--- src/rtl/pipe_hazard_ctrl.sv ---
// pipe_hazard_ctrl: ID-stage RAW hazard stall, control-transfer flush sequencing, stall statistics and watchdog.
// Ports:
//   i_clk, i_rst_n                  clock (rising edge), asynchronous active-low reset
//   i_id_valid, i_id_instr          ID stage instruction and its valid bit
//   i_id_rs1/_used, i_id_rs2/_used  source registers and whether each is read
//   i_ex_*, i_mem_*, i_wb_*         destination register / write enable of later stages (EX also is_load)
//   i_ctrl_done                     control transfer resolved early; ends a flush at the next edge
//   o_pc_write, o_if_id_write       PC and IF/ID update enables
//   o_id_ex_nop, o_if_id_flush      bubble into ID/EX, squash IF/ID
//   o_stall_total, o_stall_err      saturating stall-cycle count, sticky runaway-stall flag
module pipe_hazard_ctrl #(
    parameter int REG_AW      = 3,
    parameter int INSTR_W     = 16,
    parameter int FWD_EN      = 0,
    parameter int WB_BYPASS   = 0,
    parameter int FLUSH_DEPTH = 2,
    parameter int CNT_W       = 8,
    parameter int STALL_LIMIT = 200
) (
    input  logic               i_clk,
    input  logic               i_rst_n,
    input  logic               i_id_valid,
    input  logic [INSTR_W-1:0] i_id_instr,
    input  logic [REG_AW-1:0]  i_id_rs1,
    input  logic               i_id_rs1_used,
    input  logic [REG_AW-1:0]  i_id_rs2,
    input  logic               i_id_rs2_used,
    input  logic [REG_AW-1:0]  i_ex_wr_reg,
    input  logic               i_ex_wr_en,
    input  logic               i_ex_is_load,
    input  logic [REG_AW-1:0]  i_mem_wr_reg,
    input  logic               i_mem_wr_en,
    input  logic [REG_AW-1:0]  i_wb_wr_reg,
    input  logic               i_wb_wr_en,
    input  logic               i_ctrl_done,
    output logic               o_pc_write,
    output logic               o_if_id_write,
    output logic               o_id_ex_nop,
    output logic               o_if_id_flush,
    output logic [CNT_W-1:0]   o_stall_total,
    output logic               o_stall_err
);
    localparam int FW = $clog2(FLUSH_DEPTH + 1);
    typedef enum logic {RUN, FLUSH} state_t;
    state_t            r_state, w_state_nxt;
    logic [FW-1:0]     r_fcnt, w_fcnt_nxt;
    logic [CNT_W-1:0]  r_total, r_scnt;
    logic              r_err;
    logic [4:0]        w_op;
    logic              w_ex_hit, w_mem_hit, w_wb_hit, w_raw, w_ctrl, w_stall;
    assign w_op      = i_id_instr[INSTR_W-1 -: 5];
    assign w_ex_hit  = i_ex_wr_en & ((i_id_rs1_used & (i_ex_wr_reg == i_id_rs1)) |
                                     (i_id_rs2_used & (i_ex_wr_reg == i_id_rs2)));
    assign w_mem_hit = i_mem_wr_en & ((i_id_rs1_used & (i_mem_wr_reg == i_id_rs1)) |
                                      (i_id_rs2_used & (i_mem_wr_reg == i_id_rs2)));
    assign w_wb_hit  = i_wb_wr_en & ((i_id_rs1_used & (i_wb_wr_reg == i_id_rs1)) |
                                     (i_id_rs2_used & (i_wb_wr_reg == i_id_rs2)));
    // With forwarding only a load in EX cannot be bypassed in time.
    assign w_raw     = i_id_valid & ((FWD_EN != 0) ? (w_ex_hit & i_ex_is_load)
                                   : (w_ex_hit | w_mem_hit | ((WB_BYPASS == 0) & w_wb_hit)));
    // Control transfers are opcodes 001xx and 011xx.
    assign w_ctrl    = i_id_valid & ~w_op[4] & w_op[2];
    assign w_stall   = (r_state == RUN) & w_raw;
    assign o_stall_total = r_total;
    assign o_stall_err   = r_err;
    always_comb begin
        w_state_nxt   = r_state;
        w_fcnt_nxt    = r_fcnt;
        o_pc_write    = 1'b1;
        o_if_id_write = 1'b1;
        o_id_ex_nop   = 1'b0;
        o_if_id_flush = 1'b0;
        if (r_state == FLUSH) begin
            o_if_id_flush = 1'b1;
            w_fcnt_nxt    = r_fcnt - 1'b1;
            if (r_fcnt == FW'(1) || i_ctrl_done) w_state_nxt = RUN;
        end else if (w_raw) begin
            o_pc_write    = 1'b0;
            o_if_id_write = 1'b0;
            o_id_ex_nop   = 1'b1;
        end else if (w_ctrl) begin
            o_if_id_flush = 1'b1;
            if (FLUSH_DEPTH > 1) begin
                w_state_nxt = FLUSH;
                w_fcnt_nxt  = FW'(FLUSH_DEPTH - 1);
            end
        end
        // Hazard inputs are live during reset, so force pass-through explicitly.
        if (!i_rst_n) begin
            o_pc_write    = 1'b1;
            o_if_id_write = 1'b1;
            o_id_ex_nop   = 1'b0;
            o_if_id_flush = 1'b0;
        end
    end
    always_ff @(posedge i_clk or negedge i_rst_n) begin
        if (!i_rst_n) begin
            r_state <= RUN;
            r_fcnt  <= '0;
            r_total <= '0;
            r_scnt  <= '0;
            r_err   <= 1'b0;
        end else begin
            r_state <= w_state_nxt;
            r_fcnt  <= w_fcnt_nxt;
            if (w_stall) begin
                if (~&r_total) r_total <= r_total + 1'b1;
                if (r_scnt != CNT_W'(STALL_LIMIT)) r_scnt <= r_scnt + 1'b1;
                if (r_scnt == CNT_W'(STALL_LIMIT - 1)) r_err <= 1'b1;
            end else begin
                r_scnt <= '0;
            end
        end
    end
endmodule

--- config.mk ---
export PLATFORM = sky130hd
export DESIGN_NAME = pipe_hazard_ctrl
export DESIGN_NICKNAME = d
export VERILOG_FILES = /design/src/rtl/pipe_hazard_ctrl.sv
export SDC_FILE = /design/constraint.sdc
export NUM_CORES = 1
export LEC_CHECK = 0
export CORE_ASPECT_RATIO = 0.75
export CORE_MARGIN = 5
export CORE_UTILIZATION = 34
export CTS_BUF_LIST = sky130_fd_sc_hd__clkbuf_16
export DETAILED_ROUTE_END_ITERATION = 10
export GPL_TIMING_DRIVEN = 0
export PLACE_DENSITY = 0.71
export SLEW_MARGIN = 40
export SYNTH_ARGS = -nofsm -noshare
export SYNTH_HDL_FRONTEND = slang
export SYNTH_SLANG_ARGS = --single-unit
export TNS_END_PERCENT = 10
--- constraint.sdc ---
create_clock -name i_clk -period 3.5 [get_ports i_clk]
set_input_delay 1.05 -clock i_clk [delete_from_list [all_inputs] [get_ports i_clk]]
set_output_delay 1.05 -clock i_clk [all_outputs]
set_load 0.05 [all_outputs]
==> results.yml <==
drt:
  antenna_left: 0
  drcViolationCount: 0
  vias: 1111
  wl_per_cell_um: 15.46
  drtIter0Drc: 47
  wl_mm: 3.495
  drt_pass1_iterations: 4
  drt-vias-per-instance: 4.916
power_and_ir_drop:
  irDropWorstVdd_mv: 0.1833
  power.leakage_nw: 0.8205
  power_density_mw_per_mm2: 505.0
  total_power_w: 0.0009648
logic_synthesis:
  synth_top_area_share_pct: 39.56
  netlist_area_sq_mm: 0.001265
  synthTopCellsByArea: "dfrtp_1, xnor2_1, xor2_1, ha_1, nand3_1"
  ys_ff_latch: 20
  yosysSeqAreaShare_pct: 39.56
  syn_nets: 172
  synth_cell_types: 31
  yosysWarnings: 0
  yosys-top-cells-count: "dfrtp_1, xnor2_1, nor2_1"
  yosysTopAreaCell: "dfrtp_1"
  ys.flop_type: "dfrtp_1"
  syn_inst: 127
  synthArstFlopShare_pct: 100.0
  synth.avg_cell_area_sq_um: 9.960
  synth_edf_count: 0
global_routing:
  met2_usage_pct: 24.28
  grt_antenna_before_repair: 0
  grt-ovfl-total: 0
  grt_pass1_vias: 1170
  use_met3_pct: 2.161
  grt_max_degree: 24
  top_usage_layer: "met2"
  grt_util_all_layers_pct: 14.49
  grt.met1_usage_pct: 19.88
  grt_pass1_wl_mm: 5.802
floorplanning:
  fp.dieH_um: 62.83
  die-area_sq_mm: 0.005053
  rows: 19
  initial_core_util_pct: 35.01
  die_w_um: 80.43
  coreArea_sq_mm: 0.003613
  ios: 54
final_layout:
  fin_area_sq_mm: 0.001911
  fin_nets: 220
  diodes: 0
  drive_gt1_share_pct: 31.61
  syn2layout_area_growth_pct: 51.04
sta:
  relSlewSlack_pct: 64.54
  min_period_ns: 3.440
  clock.fmax_ghz: 0.2907
  worst_hold_slack_ns: 0.4822
  min_period_over_period_pct: 98.28
  slew_violations: 0
  worst_clock_skew_ns: 0.004022
  hold_viol_final: 0
  rsz0062_at_grt: "yes"
  worst_pin_slew_ns: 0.5278
  finalSetupViolCount: 0
hold_path:
  holdPathEnd: "o_stall_err$_DFFE_PN0P_"
  hold_depth: 2
  hp-start: "o_stall_err$_DFFE_PN0P_"
  hold_class: "register to register"
clock_tree:
  clk_path_buf_depth: 2
  clk_latency_ns: 0.26
  cts.sinks: 20
  cts_tree: "yes"
  htree_levels: 1
  clk_pin_slew_worst_paths_ns: 0.05
  root_buffer: "clkbuf_16"
  numCtsBuffers: 3
placed_design:
  placed_cell_area_sq_mm: 0.001713
  gp_congestion: 0.8531
  hpwlAfterDp_mm: 2.534
  port_buffers: 38
setup_path:
  r2r_start: "o_stall_total[0]$_DFFE_PN0P_"
  crit_type: "primary input to output pin"
  startpoint_type: "primary input"
  crit_fanout: 2
  rr_worst_depth: 5
  end_kind: "output pin"
  arrival_ns: 2.39
  rrSetupSlack_ns: 1.73
  cp.required_ns: 2.45
  timing.rr.end: "o_stall_total[1]$_DFFE_PN0P_"
status:
  status: "complete, no violations"
run:
  max_cap_viol_count: 0
==> metal layers <==
metal / vias up / part of all wire (%) / routed length (um)
met1: 544 / 43 / 1489
li1: 534 / - / -
met4: 0 / 1.3 / 47
met3: 7 / 3.7 / 130
met2: 26 / 52 / 1828
met5: - / 0 / 0
==> through the flow <==
stage               worst slack (ns)  setup TNS [ns]  util, %  cells
global route                -0.02383        -0.02383    52.87    226
CTS                         0.002385               0    52.11    225
detailed placement            -1.313          -4.563    47.40    217
floorplan                    0.04597               0        -    127
finish                       0.06028               0    52.87    226
global placement              -1.275          -4.471    47.54    217
==> worst max-delay path by stage <==
| stage | start | end | slack, ns | depth (start not counted) |
|---|---|---|---|---|
| after floorplan | i_id_rs2[0] | o_pc_write | 0.05 | 8 |
| final | i_wb_wr_en | o_if_id_flush | 0.06 | 7 |
| after detailed placement | i_id_rs2[1] | o_pc_write | -1.31 | 10 |
| after global routing | i_mem_wr_en | o_if_id_flush | -0.02 | 7 |
| after CTS | i_mem_wr_en | o_if_id_flush | 0.002 | 7 |
| after global placement | i_id_rs2[2] | o_pc_write | -1.27 | 10 |
==> critical path, cell delays in order <==
cell	delay [ns]
clkdlybuf4s50_1	0.40
a21boi_4	0.15
buf_4	0.15
nor3_4	0.20
a21oi_2	0.09
nor2b_1	0.16
buf_6	0.18
==> logic make-up (layout without fill, tap and decap cells) <==
group	after synthesis	in the layout	share of synthesized area [%]
and+or+nand+nor	46	46	18.70
xor gates and xnor gates	26	26	18.00
DFF	20	20	39.56
AOI/OAI and AO/OA	15	15	11.18
buffers and inverters	11	58	4.154
muxes	5	5	4.451
adders and majority gates	4	4	3.957
==> registers in the layout, indices dropped and copies added, names as in the netlist <==
register,cells
o_stall_total,8
r_fcnt,2
o_stall_err,1
r_scnt,8
r_state,1
==> cells in the final DEF, fill, tap and decap left out, types with 2 or more instances in the layout <==
master and n:
ha_1 4, a21oi_1 2, o21ba_2 2, xor2_1 6
inv_1 8, clkbuf_16 3, nand4_1 6, clkdlybuf4s50_1 16
nand2_1 7, nor2_1 10, and3_1 2, clkdlybuf4s15_2 2
buf_6 3, buf_4 7, a21boi_4 2, xnor2_1 9
dlygate4sd2_1 2, nand3_1 8, dfrtp_1 20, buf_2 13
mux2i_1 3, xnor2_2 11, o31ai_1 3, nor3_1 5
==> area by class of cell <==
| class | instances | area, sq um |
|---|---|---|
| fill | 332 | 1703 |
| multi-input combinational | 96 | 832.0 |
| sequential | 20 | 500.5 |
| timing repair buffer | 44 | 360.3 |
| clock buffer | 3 | 75.07 |
| tap | 52 | 65.06 |
| inverter | 9 | 36.28 |
| clock inverter | 1 | 30.03 |
| buffer | 1 | 11.26 |
==> power by group <==
group	internal (W)	switching, W
registers	0.000267	0.0000429
logic	0.000144	0.000196
clock network	0.000227	0.0000885
==> repair_timing <==
item,in CTS,in global routing
gates resized for setup,97,10
pin swaps,23,10
hold buffers,0,0
endpoints found under the hold margin,0,0
endpoints found under the setup margin,4,4
setup buffers,4,2
(Power assumes the default switching activity.)
